$ cat config.mk
export PLATFORM = sky130hd
export DESIGN_NAME = plic_irq_ctrl
export DESIGN_NICKNAME = d
export VERILOG_FILES = /design/src/rtl/plic_pkg.sv /design/src/rtl/plic_nest_stack.sv /design/src/rtl/plic_irq_ctrl.sv
export SDC_FILE = /design/constraint.sdc
export NUM_CORES = 1
export LEC_CHECK = 0
export CORE_ASPECT_RATIO = 2
export CORE_MARGIN = 4
export CORE_UTILIZATION = 28
export DETAILED_ROUTE_END_ITERATION = 7
export PLACE_DENSITY = 0.6
export SYNTH_ARGS = -nofsm -noshare
export SYNTH_HDL_FRONTEND = slang
export SYNTH_SLANG_ARGS = --single-unit
export TNS_END_PERCENT = 30
$ cat constraint.sdc
create_clock -name clk -period 4.4 [get_ports clk]
set_input_delay 0.88 -clock clk [delete_from_list [all_inputs] [get_ports clk]]
set_output_delay 0.88 -clock clk [all_outputs]
set_load 0.01 [all_outputs]
$ cat src/rtl/plic_pkg.sv
// Shared types for the PLIC claim/complete controller.
// The context struct carries a fixed-width id field so it can be shared by
// every NUM_SRC configuration; users zero-extend / truncate to their ID_W.
package plic_pkg;

    localparam int PLIC_PRI_W    = 8;
    localparam int PLIC_CTX_ID_W = 16;

    typedef enum logic [1:0] {
        IDLE   = 2'd0,
        SETTLE = 2'd1,
        REQ    = 2'd2,
        ACTIVE = 2'd3
    } plic_ctrl_state_e;

    typedef struct packed {
        logic [PLIC_CTX_ID_W-1:0] id;
        logic [PLIC_PRI_W-1:0]    pri;
    } plic_ctx_t;

    function automatic logic [PLIC_PRI_W-1:0] plic_pri_max(
        input logic [PLIC_PRI_W-1:0] a,
        input logic [PLIC_PRI_W-1:0] b
    );
        return (a > b) ? a : b;
    endfunction

endpackage

$ cat src/rtl/plic_nest_stack.sv
// LIFO of preempted handler contexts for nested interrupt preemption.
// Only instantiated when PLIC_IRQ_PREEMPT_EN is defined.
// Push and pop are never requested in the same cycle by the controller;
// push wins if they ever are.
module plic_nest_stack
    import plic_pkg::*;
#(
    parameter  int DEPTH = 2,
    localparam int DW    = $clog2(DEPTH + 1),
    localparam int AW    = (DEPTH > 1) ? $clog2(DEPTH) : 1
) (
    input  logic          clk,
    input  logic          rst_n,
    input  logic          push,
    input  logic          pop,
    input  plic_ctx_t     push_ctx,
    output plic_ctx_t     top_ctx,
    output logic [DW-1:0] depth
);

    plic_ctx_t      mem [DEPTH];
    logic [DW-1:0]  depth_m1;
    logic [AW-1:0]  wr_idx;
    logic [AW-1:0]  rd_idx;
    logic           full;
    logic           empty;

    assign full     = (depth == DW'(DEPTH));
    assign empty    = (depth == '0);
    assign depth_m1 = depth - DW'(1);
    assign wr_idx   = depth[AW-1:0];
    assign rd_idx   = depth_m1[AW-1:0];

    // Most recently pushed context, or zero when nothing is stacked
    always_comb begin
        top_ctx = '0;
        if (!empty) begin
            top_ctx = mem[rd_idx];
        end
    end

    // Stack storage and occupancy; full pushes and empty pops are dropped
    always_ff @(posedge clk or negedge rst_n) begin
        if (!rst_n) begin
            depth <= '0;
            for (int i = 0; i < DEPTH; i++) begin
                mem[i] <= '0;
            end
        end else if (push && !full) begin
            mem[wr_idx] <= push_ctx;
            depth       <= depth + DW'(1);
        end else if (pop && !empty) begin
            depth <= depth_m1;
        end
    end

endmodule

$ cat src/rtl/plic_irq_ctrl.sv
// Claim/complete sequencer between the PLIC arbiter and the core trap unit.
// A qualified winner is held through a settle window (the PLIC vector and
// argument lag the id), then offered to the core as a stable req/ack
// request; the claimed source is masked back to the PLIC until mret.
// Optional nested preemption is enabled by defining PLIC_IRQ_PREEMPT_EN.
module plic_irq_ctrl
    import plic_pkg::*;
#(
    parameter  int NUM_SRC    = 32,
    parameter  int SETTLE_CYC = 2,
    parameter  int NEST_DEPTH = 2,
    localparam int ID_W       = (NUM_SRC > 1) ? $clog2(NUM_SRC) : 1
) (
    input  logic                  clk,
    input  logic                  rst_n,
    input  logic                  plic_valid_i,
    input  logic [ID_W-1:0]       plic_id_i,
    input  logic [PLIC_PRI_W-1:0] plic_pri_i,
    input  logic [31:0]           plic_mvec_i,
    input  logic [31:0]           plic_marg_i,
    input  logic                  thr_we_i,
    input  logic [PLIC_PRI_W-1:0] thr_wdata_i,
    output logic [PLIC_PRI_W-1:0] thr_o,
    output logic                  irq_req_o,
    output logic [ID_W-1:0]       irq_id_o,
    output logic [31:0]           irq_vec_o,
    output logic [31:0]           irq_arg_o,
    input  logic                  irq_ack_i,
    input  logic                  irq_done_i,
    output logic [NUM_SRC-1:0]    claim_mask_o,
    output logic                  active_o
);

    localparam int              CNT_W    = (SETTLE_CYC > 1) ? $clog2(SETTLE_CYC) : 1;
    localparam logic [CNT_W-1:0] CNT_LOAD = CNT_W'(SETTLE_CYC - 1);

    if (SETTLE_CYC < 1) begin : g_settle_check
        $error("plic_irq_ctrl: SETTLE_CYC must be at least 1");
    end
    if (NEST_DEPTH < 1) begin : g_nest_check
        $error("plic_irq_ctrl: NEST_DEPTH must be at least 1");
    end

    plic_ctrl_state_e       state;
    logic [ID_W-1:0]        lat_id;
    logic [CNT_W-1:0]       cnt;
    logic [PLIC_PRI_W-1:0]  eff_thr;
    logic                   mask_hit;
    logic                   qualify;
    logic                   settle_abort;
    logic [NUM_SRC-1:0]     lat_onehot;

    assign mask_hit     = claim_mask_o[plic_id_i];
    assign qualify      = plic_valid_i && (plic_pri_i > eff_thr) && !mask_hit;
    assign settle_abort = !plic_valid_i || (plic_id_i != lat_id);
    assign lat_onehot   = NUM_SRC'(1) << lat_id;

`ifdef PLIC_IRQ_PREEMPT_EN
    localparam int NDW = $clog2(NEST_DEPTH + 1);

    logic [PLIC_PRI_W-1:0]  lat_pri;
    logic                   nest_push;
    logic                   nest_pop;
    plic_ctx_t              nest_push_ctx;
    plic_ctx_t              nest_top_ctx;
    logic [NDW-1:0]         nest_depth;
    logic                   nest_full;
    logic                   nest_empty;

    assign nest_full     = (nest_depth == NDW'(NEST_DEPTH));
    assign nest_empty    = (nest_depth == '0);
    assign nest_push_ctx = '{id: PLIC_CTX_ID_W'(lat_id), pri: lat_pri};

    // While a handler runs, a winner must beat both the threshold and the running priority
    always_comb begin
        eff_thr = thr_o;
        if (state == ACTIVE) begin
            eff_thr = plic_pri_max(thr_o, lat_pri);
        end
    end

    // Stack the running context on preemption; restore on completion or a failed preempt
    always_comb begin
        nest_push = 1'b0;
        nest_pop  = 1'b0;
        case (state)
            ACTIVE: begin
                if (irq_done_i) begin
                    nest_pop = !nest_empty;
                end else if (qualify && !nest_full) begin
                    nest_push = 1'b1;
                end
            end
            SETTLE: begin
                nest_pop = settle_abort && !nest_empty;
            end
            default: begin
                nest_push = 1'b0;
                nest_pop  = 1'b0;
            end
        endcase
    end

    plic_nest_stack #(
        .DEPTH (NEST_DEPTH)
    ) u_nest_stack (
        .clk      (clk),
        .rst_n    (rst_n),
        .push     (nest_push),
        .pop      (nest_pop),
        .push_ctx (nest_push_ctx),
        .top_ctx  (nest_top_ctx),
        .depth    (nest_depth)
    );
`else
    assign eff_thr = thr_o;
`endif

    // Threshold register; a write takes effect from the following qualify check
    always_ff @(posedge clk or negedge rst_n) begin
        if (!rst_n) begin
            thr_o <= '0;
        end else if (thr_we_i) begin
            thr_o <= thr_wdata_i;
        end
    end

    // Claim/complete sequencer: qualify, settle, request, then hold the claim until mret
    always_ff @(posedge clk or negedge rst_n) begin
        if (!rst_n) begin
            state        <= IDLE;
            lat_id       <= '0;
            cnt          <= '0;
            irq_req_o    <= 1'b0;
            irq_id_o     <= '0;
            irq_vec_o    <= '0;
            irq_arg_o    <= '0;
            claim_mask_o <= '0;
            active_o     <= 1'b0;
`ifdef PLIC_IRQ_PREEMPT_EN
            lat_pri      <= '0;
`endif
        end else begin
            case (state)
                IDLE: begin
                    if (qualify) begin
                        lat_id <= plic_id_i;
`ifdef PLIC_IRQ_PREEMPT_EN
                        lat_pri <= plic_pri_i;
`endif
                        cnt    <= CNT_LOAD;
                        state  <= SETTLE;
                    end
                end
                SETTLE: begin
                    if (settle_abort) begin
`ifdef PLIC_IRQ_PREEMPT_EN
                        if (!nest_empty) begin
                            lat_id  <= ID_W'(nest_top_ctx.id);
                            lat_pri <= nest_top_ctx.pri;
                            state   <= ACTIVE;
                        end else begin
                            state <= IDLE;
                        end
`else
                        state <= IDLE;
`endif
                    end else if (cnt == '0) begin
                        irq_req_o <= 1'b1;
                        irq_id_o  <= lat_id;
                        irq_vec_o <= plic_mvec_i;
                        irq_arg_o <= plic_marg_i;
                        state     <= REQ;
                    end else begin
                        cnt <= cnt - CNT_W'(1);
                    end
                end
                REQ: begin
                    if (irq_ack_i) begin
                        irq_req_o    <= 1'b0;
                        claim_mask_o <= claim_mask_o | lat_onehot;
                        active_o     <= 1'b1;
                        state        <= ACTIVE;
                    end
                end
                ACTIVE: begin
                    if (irq_done_i) begin
                        claim_mask_o <= claim_mask_o & ~lat_onehot;
`ifdef PLIC_IRQ_PREEMPT_EN
                        if (!nest_empty) begin
                            lat_id  <= ID_W'(nest_top_ctx.id);
                            lat_pri <= nest_top_ctx.pri;
                        end else begin
                            active_o <= 1'b0;
                            state    <= IDLE;
                        end
                    end else if (qualify && !nest_full) begin
                        lat_id  <= plic_id_i;
                        lat_pri <= plic_pri_i;
                        cnt     <= CNT_LOAD;
                        state   <= SETTLE;
`else
                        active_o <= 1'b0;
                        state    <= IDLE;
`endif
                    end
                end
                default: begin
                    state <= IDLE;
                end
            endcase
        end
    end

endmodule
==> results.sh <==
export IMPL_r2r_end="irq_arg_o[22]"
export IMPL_vias_per_cell=4.62
export IMPL_rows=71
export IMPL_pwr_share_clk_pct=39.4
export IMPL_htree_levels=4
export IMPL_synth_edf_count=0
export IMPL_synthTopCellsByArea="dfrtp_1, mux2_2, mux4_2, nor2_1, ha_1"
export IMPL_clock_sinks=119
export IMPL_critPathKind="input port to flop"
export IMPL_portBuffers=201
export IMPL_syn_avg_cell_area_sq_um=13.3
export IMPL_dr_pass1_iters=4
export IMPL_vias=4034
export IMPL_r2r_cells=6
export IMPL_arrival_ns=3.62
export IMPL_pwr_share_seq_pct=40.1
export IMPL_ys_async_sr_fraction_pct=100
export IMPL_yosysWarnings=0
export IMPL_p_sw_mw=0.942
export IMPL_slew_violations=0
export IMPL_final_setup_skew_ns=0.00976
export IMPL_ys_seq_area_share_pct=55.9
export IMPL_cp_max_fo=26
export IMPL_r2r_slack_ns=1.61
export IMPL_max_cap_violations=0
export IMPL_mostFrequentLayoutCell="clkdlybuf4s50_1"
export IMPL_ys_ff_latch=119
export IMPL_status="completed"
export IMPL_first_global_vias=4632
export IMPL_hold_depth=1
export IMPL_die_width_microns=106
export IMPL_drc=0
export IMPL_dp_hpwl_mm=12.4
export IMPL_startpoint="plic_id_i[0]"
export IMPL_post_cts_buffers=0
export IMPL_crit_chain="clkdlybuf4s50_1 > xor2_1 > nor4_1 > nand3_1 > nor2_4 > buf_12 > mux2_2"
export IMPL_required_ns=4.68
export IMPL_drive_gt1_share_pct=22.5
export IMPL_gp_congestion=0.810
export IMPL_first_iter_violations=99
export IMPL_clock_latency_ns=0.41
export IMPL_period_share_pct=75.9
export IMPL_hold_buffers=0
export IMPL_cp_end_kind="flop"
export IMPL_die_area_sq_um=21400
export IMPL_hold_viol_final=0
export IMPL_max_slew_margin_rel_pct=43.0
export IMPL_clock_fmax_ghz=0.299
export IMPL_antenna_cells=0
export IMPL_dieHeight_microns=203
export IMPL_hold_class="flop to flop"
export IMPL_drt_wl_total_mm=16.2
export IMPL_grt_max_degree=65
export IMPL_finalSetupViolations=0
export IMPL_rsz0062_at_grt="false"
export IMPL_cts_path_max_buffers=2
export IMPL_syn_inst=400
export IMPL_synth_fp_nets=499
export IMPL_cp_slowest_cell="clkdlybuf4s50_1"
export IMPL_routedWlPerCell_microns=18.6
export IMPL_irDropWorstVdd_mv=0.248
export IMPL_rr_startpoint="lat_id[0]"
export IMPL_start_util_pct=28.4
export IMPL_synth_top_cell_by_area="dfrtp_1"
export IMPL_power_mw=3.38
export IMPL_antenna_found_initial=0
export IMPL_path_clk_slew_ns=0.06
export IMPL_p_per_area_nw_per_um2=414
export IMPL_cts_resized=0
export IMPL_power_leakage_nw=3.65
export IMPL_io_pins=202
export IMPL_max_stage_delay_ns=0.64
export IMPL_p_int_mw=2.44
export IMPL_synthFlopType="dfrtp_1"
export IMPL_drtAntennaViolNets=0
export IMPL_finalSetupTns_ns=0
export IMPL_numCtsBuffers=17
export IMPL_cts_tree="built"
export IMPL_cp_start_kind="input port"
export IMPL_coreArea_sq_um=18700
export IMPL_synth_cell_types=44
export IMPL_grt_use_total_pct=15.4
export IMPL_layout_nets=705
export IMPL_syn2layout_area_growth_pct=53.5
export IMPL_synth_area_sq_um=5320
export IMPL_worst_slew_pin_slew_ns=0.855
export IMPL_synth_top_cell_area_share_pct=55.9
export IMPL_cts_root_buf="clkbuf_16"
export IMPL_comb_power_share_pct=20.5
export IMPL_finalCriticalPeriod_ns=3.34
export IMPL_switching_share_pct=27.8
export IMPL_endpoint="irq_arg_o[22]"
export IMPL_layout_common_cells="clkdlybuf4s50_1, dfrtp_1, mux2_2"
export IMPL_overflow=0
export IMPL_grt_pass1_wl_mm=25.4
==> synthesized netlist by cell type, types with 3 or more instances <==
cell type and count:
nor2b_1 5, a41oi_1 9, mux2_1 8, nand3_1 7, clkbuf_1 7, mux2i_1 7
nor2_1 28, a21o_1 3, ha_1 8, buf_2 4, dfrtp_1 119, o21ai_0 10
xor2_1 4, nand2_1 19, a21oi_1 13, mux2_2 86, mux2_4 4, mux4_2 5
nand2b_1 4, buf_4 10, inv_1 12
==> worst min path at each step <==
stage	start	end
global placement	irq_vec_o[30]	irq_vec_o[30]
global route	irq_vec_o[29]	irq_vec_o[29]
detailed placement	irq_vec_o[28]	irq_vec_o[28]
CTS	irq_vec_o[28]	irq_vec_o[28]
finish	irq_vec_o[28]	irq_vec_o[28]
floorplan	cnt	cnt
==> per-stage QoR <==
stage	hold slack, ns	instance area, sq um	util, %	setup slack (ns)	instances
after floorplan	0.490	5320	-	1.85	400
after global placement	0.474	7610	40.6	0.646	842
after detailed placement	0.480	7610	40.6	0.568	842
after CTS	0.497	8170	43.6	0.989	874
after global routing	0.521	8170	43.6	0.808	874
final	0.490	8170	43.6	1.06	874
==> power groups by stage <==
stage                     combinational [mW]  sequential (mW)  clock [mW]
after floorplan                        0.332             1.34           0
after global placement                 0.688             1.36           0
after global routing                   0.748             1.37        1.43
after detailed placement               0.703             1.37           0
after CTS                              0.706             1.36        1.38
final                                  0.694             1.36        1.33
==> routing by layer <==
metal	part of all wire (%)	routed length [microns]	GRT usage, %	vias to the layer above
li1	-	-	-	1839
met1	33	5360	14.5	2024
met2	58	9340	29.4	137
met3	5.1	834	4.33	34
met4	4.3	697	8.24	0
met5	0	0	0	-
==> logic make-up after synthesis <==
group | after synthesis | share of synthesized area (%)
AOI/OAI and AO/OA | 46 | 6.16
xor gates and xnor gates | 5 | 0.823
adders and majority gates | 8 | 1.88
buffers and inverters | 35 | 3.55
DFF | 119 | 55.9
muxes | 111 | 24.9
and+or+nand+nor | 76 | 6.72
==> worst max-delay path, delay by kind of cell <==
kind	cells	cell delay [ns]
buffers and inverters	2	0.91
muxes	1	0.36
xor gates and xnor gates	1	0.25
and+or+nand+nor	3	1.19
==> final cells by class <==
| type | count | area (sq um) |
|---|---|---|
| Fill cell | 1752 | 10600 |
| Sequential cell | 119 | 2980 |
| Multi-Input combinational cell | 246 | 2160 |
| Timing Repair Buffer | 210 | 2100 |
| Clock buffer | 19 | 433 |
| Tap cell | 255 | 319 |
| Clock inverter | 13 | 133 |
| Inverter | 12 | 45.0 |
Note: power is estimated with default switching activity, not from simulation.
